[config.mk]
export PLATFORM = sky130hd
export DESIGN_NAME = rank_order_sorter_flat
export DESIGN_NICKNAME = d
export VERILOG_FILES = /design/src/rtl/rank_order_sorter_pkg.sv /design/src/rtl/rank_order_sorter_if.sv /design/src/rtl/rank_order_sorter_cmp_swap.sv /design/src/rtl/rank_order_sorter.sv /design/src/flat_wrapper.sv
export SDC_FILE = /design/constraint.sdc
export NUM_CORES = 1
export LEC_CHECK = 0
export BUFFER_PORTS_ARGS = -buffer_cell sky130_fd_sc_hd__buf_2
export CAP_MARGIN = 20
export CORE_ASPECT_RATIO = 0.7
export CORE_UTILIZATION = 40
export CTS_CLUSTER_DIAMETER = 30
export DETAILED_ROUTE_END_ITERATION = 10
export SETUP_SLACK_MARGIN = 0.4
export SYNTH_ARGS = -nofsm -noshare
export SYNTH_HDL_FRONTEND = slang
export SYNTH_SLANG_ARGS = --single-unit
[constraint.sdc]
create_clock -name clk -period 14.1 [get_ports clk]
set_input_delay 0.705 -clock clk [delete_from_list [all_inputs] [get_ports clk]]
set_output_delay 0.705 -clock clk [all_outputs]
set_load 0.005 [all_outputs]
[src/rtl/rank_order_sorter_pkg.sv]
// Shared definitions for the rank-order sorter: FSM encoding and small helpers
// used by the control path.
package rank_sort_pkg;

  typedef enum logic [1:0] {
    ST_IDLE = 2'd0,
    ST_SORT = 2'd1,
    ST_DONE = 2'd2
  } state_t;

  // Even phases compare (0,1),(2,3)..; odd phases compare (1,2),(3,4)..
  function automatic logic phase_is_odd(input int unsigned phase);
    return (phase % 2) == 1;
  endfunction

  // Ranks past the end of the window select the smallest element.
  function automatic int unsigned clamp_rank(input int unsigned rank,
                                             input int unsigned n);
    return (rank >= n) ? (n - 1) : rank;
  endfunction

endpackage

[src/rtl/rank_order_sorter_if.sv]
// Request/result bundle between the line buffers and the rank-order sorter.
interface rank_order_sorter_if #(
  parameter int DATA_W = 8,
  parameter int N      = 9
);
  localparam int RANK_W = $clog2(N);

  logic                  start;
  logic [N*DATA_W-1:0]   window_in;
  logic [RANK_W-1:0]     rank_sel;
  logic                  busy;
  logic                  done;
  logic [DATA_W-1:0]     value_out;
  logic [N*DATA_W-1:0]   sorted_out;

  modport master (
    output start, window_in, rank_sel,
    input  busy, done, value_out, sorted_out
  );

  modport slave (
    input  start, window_in, rank_sel,
    output busy, done, value_out, sorted_out
  );

endinterface

[src/rtl/rank_order_sorter_cmp_swap.sv]
// Compare-exchange cell: larger value to the lower index, ties keep order.
module cmp_swap #(
  parameter int DATA_W = 8
) (
  input  logic [DATA_W-1:0] i_a,
  input  logic [DATA_W-1:0] i_b,
  output logic [DATA_W-1:0] o_hi,
  output logic [DATA_W-1:0] o_lo,
  output logic              o_swap
);

  assign o_swap = (i_b > i_a);
  assign o_hi   = o_swap ? i_b : i_a;
  assign o_lo   = o_swap ? i_a : i_b;

endmodule

[src/rtl/rank_order_sorter.sv]
// Iterative odd-even transposition sorter: one network phase per clock,
// returns the element at a latched rank plus the full descending vector.
module rank_order_sorter
  import rank_sort_pkg::*;
#(
  parameter int DATA_W     = 8,
  parameter int N          = 9,
  parameter bit EARLY_EXIT = 1'b0
) (
  input  logic                clk,
  input  logic                rst,
  rank_order_sorter_if.slave  bus
);

  localparam int RANK_W = $clog2(N);
  localparam int PH_W   = $clog2(N + 1);
  localparam int NPAIR  = N / 2;

  typedef logic [N-1:0][DATA_W-1:0] vec_t;

  state_t             r_state;
  vec_t               r_arr;
  logic [PH_W-1:0]    r_phase;
  logic [RANK_W-1:0]  r_rank;
  logic [1:0]         r_swap_hist;
  logic               r_busy;
  logic               r_done;
  logic [DATA_W-1:0]  r_value;
  vec_t               r_sorted;

  vec_t               w_even_arr;
  vec_t               w_odd_arr;
  vec_t               w_next_arr;
  logic [NPAIR-1:0]   w_even_swap;
  logic [NPAIR-1:0]   w_odd_swap;
  logic               w_odd_phase;
  logic               w_any_swap;
  logic               w_last_phase;
  logic               w_early_exit;
  logic               w_exit;

  // The outermost element sits out of the even phase, the first of the odd one.
  assign w_even_arr[N-1] = r_arr[N-1];
  assign w_odd_arr[0]    = r_arr[0];

  for (genvar j = 0; j < NPAIR; j++) begin : g_pair
    cmp_swap #(.DATA_W(DATA_W)) u_even (
      .i_a    (r_arr[2*j]),
      .i_b    (r_arr[2*j+1]),
      .o_hi   (w_even_arr[2*j]),
      .o_lo   (w_even_arr[2*j+1]),
      .o_swap (w_even_swap[j])
    );

    cmp_swap #(.DATA_W(DATA_W)) u_odd (
      .i_a    (r_arr[2*j+1]),
      .i_b    (r_arr[2*j+2]),
      .o_hi   (w_odd_arr[2*j+1]),
      .o_lo   (w_odd_arr[2*j+2]),
      .o_swap (w_odd_swap[j])
    );
  end

  assign w_odd_phase  = phase_is_odd(32'(r_phase));
  assign w_next_arr   = w_odd_phase ? w_odd_arr : w_even_arr;
  assign w_any_swap   = w_odd_phase ? (|w_odd_swap) : (|w_even_swap);
  assign w_last_phase = (r_phase == PH_W'(N - 1));

  // hist[1] marks that a phase has already run, hist[0] whether it swapped;
  // two quiet phases in a row (one of each parity) mean the array is sorted.
  assign w_early_exit = EARLY_EXIT && r_swap_hist[1] && !r_swap_hist[0] && !w_any_swap;
  assign w_exit       = w_last_phase || w_early_exit;

  // NOTE: every register here is written with <= so all reads in this block
  // see the values from before the edge, independent of statement order.
  always_ff @(posedge clk or posedge rst) begin
    if (rst) begin
      r_state     <= ST_IDLE;
      // NOTE: the working array and result registers are explicitly cleared
      // because outputs must read zero after reset, not just the control path.
      r_arr       <= '0;
      r_phase     <= '0;
      r_rank      <= '0;
      r_swap_hist <= '0;
      r_busy      <= 1'b0;
      r_done      <= 1'b0;
      r_value     <= '0;
      r_sorted    <= '0;
    end else begin
      r_done <= 1'b0;
      unique case (r_state)
        ST_IDLE, ST_DONE: begin
          if (bus.start) begin
            r_arr       <= vec_t'(bus.window_in);
            r_rank      <= RANK_W'(clamp_rank(32'(bus.rank_sel), N));
            r_phase     <= '0;
            r_swap_hist <= '0;
            r_state     <= ST_SORT;
            r_busy      <= 1'b1;
          end else begin
            r_state     <= ST_IDLE;
            r_busy      <= 1'b0;
          end
        end

        ST_SORT: begin
          r_arr       <= w_next_arr;
          r_phase     <= r_phase + 1'b1;
          r_swap_hist <= {1'b1, w_any_swap};
          if (w_exit) begin
            r_state  <= ST_DONE;
            r_done   <= 1'b1;
            r_value  <= w_next_arr[r_rank];
            r_sorted <= w_next_arr;
          end
        end

        default: begin
          r_state <= ST_IDLE;
          r_busy  <= 1'b0;
        end
      endcase
    end
  end

  assign bus.busy       = r_busy;
  assign bus.done       = r_done;
  assign bus.value_out  = r_value;
  assign bus.sorted_out = r_sorted;

endmodule

[src/flat_wrapper.sv]
// flat-port wrapper written by rule: the top's interface ports become plain ports
module rank_order_sorter_flat import rank_sort_pkg::*;
#(
  parameter int DATA_W     = 8,
  parameter int N          = 9,
  parameter bit EARLY_EXIT = 1'b0
)
  (clk, rst, bus_start, bus_window_in, bus_rank_sel, bus_busy, bus_done, bus_value_out, bus_sorted_out);
  rank_order_sorter_if #(.DATA_W(DATA_W), .N(N)) bus_i ();
  input  logic clk;
  input  logic rst;
  input wire logic [$bits(bus_i.start)-1:0] bus_start;
  input wire logic [$bits(bus_i.window_in)-1:0] bus_window_in;
  input wire logic [$bits(bus_i.rank_sel)-1:0] bus_rank_sel;
  output wire logic [$bits(bus_i.busy)-1:0] bus_busy;
  output wire logic [$bits(bus_i.done)-1:0] bus_done;
  output wire logic [$bits(bus_i.value_out)-1:0] bus_value_out;
  output wire logic [$bits(bus_i.sorted_out)-1:0] bus_sorted_out;
  assign bus_i.start = bus_start;
  assign bus_i.window_in = bus_window_in;
  assign bus_i.rank_sel = bus_rank_sel;
  assign bus_busy = bus_i.busy;
  assign bus_done = bus_i.done;
  assign bus_value_out = bus_i.value_out;
  assign bus_sorted_out = bus_i.sorted_out;
  rank_order_sorter #(.DATA_W(DATA_W), .N(N), .EARLY_EXIT(EARLY_EXIT)) u_core (.clk(clk), .rst(rst), .bus(bus_i));
endmodule
==> out/qor.txt <==
status = finished, final reports clean
CP arrival = 4.08 ns
final hold vios = 0
most numerous cell in the Yosys netlist = dfrtp_1
Final Max Slew Viols = 0
Worst Path Max Fanout = 14
die footprint = 27310 µm²
Slew Limit Headroom = 0.2865
vias in the first global route = 9464
antenna-violating nets left = 0
post-CTS repair timing setup buffer count = 0
count of different cell masters after synthesis = 73
Hold Crit Class = in -> async
clk_skew = 0.01363 ns
core area = 25930 µm²
Initial Utilization = 0.4110
CP Capture Type = register
cell area after synthesis = 10660 µm²
mean post-synth cell area = 8.831 µm²
Worst Path Required = 14.44 ns
CTS resizes = 0
nets = 1470
CP Class = reg -> reg
total track usage = 0.3010
Yosys reg bits = 164
Routed wire per std cell = 24.11 µm
CTS tree = done
FMAX = 0.2673 GHz
antenna violations before repair = 2
RSZ-0062 raised after global routing = no
count of TritonRoute iterations in the first routing pass = 6
Post-Synthesis Cells = 1207
Worst Max-Slew Pin Slew = 1.063 ns
hpwl dp = 30.38 mm
P&R area growth vs syn = 14.73%
Clock Path Buffers = 2
Die H = 138.6 µm
crit path time final = 3.742 ns
max-cap check violation count = 0
root buf cell = clkbuf_16
Primary FF master, synth = dfrtp_1
Port-buffer cells = 160
cts hold-fix bufs = 0
top post-synthesis cells by area = dfrtp_1 39%, ha_1 7.7%, o21ai_0 6.8%
via count = 10390
Seq. cell area = 4104 µm²
number of synthesized flops with an enable pin = 0
Final setup viols = 0
final wirelength = 40.83 mm
clock latency on the worst-skew pair = 0.45 ns
footprint of the multi-input gates = 5929 µm²
Final Cycle Share = 0.2654
RePlAce Congestion = 0.9687
Commonest cells post-synth = 164 x dfrtp_1, 152 x nand2_1, 144 x o21ai_0
mean number of vias per cell = 6.135
setup_tns = 0 ns
pin count of the biggest net entering global routing = 94
initial drt markers = 1212
share of layout cells above drive strength 1 = 0.1826
DR DRC count = 0
clock sinks = 164
ys async rst share = 1.000
global-route wire length before repair = 61.62 mm
syn_nets = 1352
post-synthesis sequential area ratio = 0.3850
grt total ovfl = 0
Ys Warns = 0
CTS Buf Count = 17
Ports = 161
die width = 197.1 µm
Setup crit start kind = register
Synth area leader = dfrtp_1
H-tree depth = 4
Layout fillers = 2549
Synth top area share = 0.3850
CTS clk-pin slew, worst paths = 0.07 ns
# rows = 49
-- through the flow --
| stage | instance area (µm²) | hold slack [ns] | cells | setup WS (ns) | util |
|---|---|---|---|---|---|
| floorplan | 10660 | 0.4572 | 1207 | 8.962 | - |
| global placement | 11700 | 0.4560 | 1662 | 10.45 | 0.4510 |
| detailed placement | 11700 | 0.4581 | 1662 | 10.60 | 0.4510 |
| CTS | 12220 | 0.4614 | 1692 | 10.58 | 0.4712 |
| global route | 12230 | 0.4886 | 1693 | 10.34 | 0.4715 |
| finish | 12230 | 0.4539 | 1694 | 10.36 | 0.4716 |
-- worst max-delay path: stages (launching register included) --
cell and delay [ns]:
dfrtp_1 0.49, inv_1 0.15, ha_1 0.34, nand4_1 0.33, a21o_1 0.34, a21oi_2 0.61
nor3_1 0.14, a2111oi_0 0.91, o211a_1 0.27, nor3_1 0.04
-- logic make-up (layout without fill, tap and decap cells) --
family          count (synthesis)  count (layout)  synth area share
compound gates                445             445            0.2780
fa+ha+maj                      66              66           0.07747
buf+inv                       160             289           0.06081
flops                         164             164            0.3850
mux                            63              63           0.06538
other cells                     0               1                 0
simple gates                  309             309            0.1334
-- sequential cells by signal, indices dropped and copies added, names as in the netlist --
| name | cells |
|---|---|
| u_core.r_state | 2 |
| u_core.r_arr | 72 |
| u_core.r_rank | 4 |
| u_core.bus.sorted_out | 72 |
| u_core.r_phase | 4 |
| u_core.bus.value_out | 8 |
| u_core.bus.done | 1 |
| u_core.bus.busy | 1 |
-- cell type report --
| class | instances | area share |
|---|---|---|
| clock inverters | 11 | 0.006650 |
| inverters | 87 | 0.02711 |
| clock buffers | 19 | 0.03622 |
| repair buffers | 172 | 0.07285 |
| multi-input cells | 883 | 0.4849 |
| flip-flops and latches | 164 | 0.3356 |
| well taps | 357 | 0.03653 |
| diodes | 1 | 0.0002046 |
-- cell usage in the layout (no fill, tap or decap), types with 14 or more instances in the layout --
master and count:
a221o_1 14, o21ai_0 143, nand4_1 17, o211ai_1 32, buf_2 160, a211oi_1 16
mux2i_1 46, inv_1 83, nand2_1 151, nand3_1 29, ha_1 66, nor2_1 45
a21oi_1 87, a22oi_1 47, dfrtp_1 164, a222oi_1 16, clkbuf_16 17
-- final timing paths --
check	startpoint	endpoint	slack, ns	cells past startpoint
min reg2reg	u_core.bus.sorted_out[27]$_DFFE_PP0P_	u_core.bus.sorted_out[27]$_DFFE_PP0P_	0.47	2
min in group clk	u_core.bus.sorted_out[27]$_DFFE_PP0P_	u_core.bus.sorted_out[27]$_DFFE_PP0P_	0.47	2
max in group asynchronous	rst	u_core.bus.sorted_out[9]$_DFFE_PP0P_	12.12	3
min	rst	u_core.bus.sorted_out[50]$_DFFE_PP0P_	0.45	2
max	u_core.r_arr[55]$_DFFE_PP0P_	u_core.bus.value_out[3]$_DFFE_PP0P_	10.36	9
max reg2reg	u_core.r_arr[55]$_DFFE_PP0P_	u_core.bus.value_out[3]$_DFFE_PP0P_	10.36	9
-- metal layers --
metal | part of all wire | track usage | wire length (µm)
met1 | 0.51 | 0.5137 | 20720
met2 | 0.37 | 0.3597 | 14950
met3 | 0.12 | 0.07855 | 4734
met4 | 0.010 | 0.05834 | 416
met5 | 0.00032 | 0 | 13
Power is not shown: default switching activity piles up to over one toggle a cycle in this logic, so the estimate is an artifact.
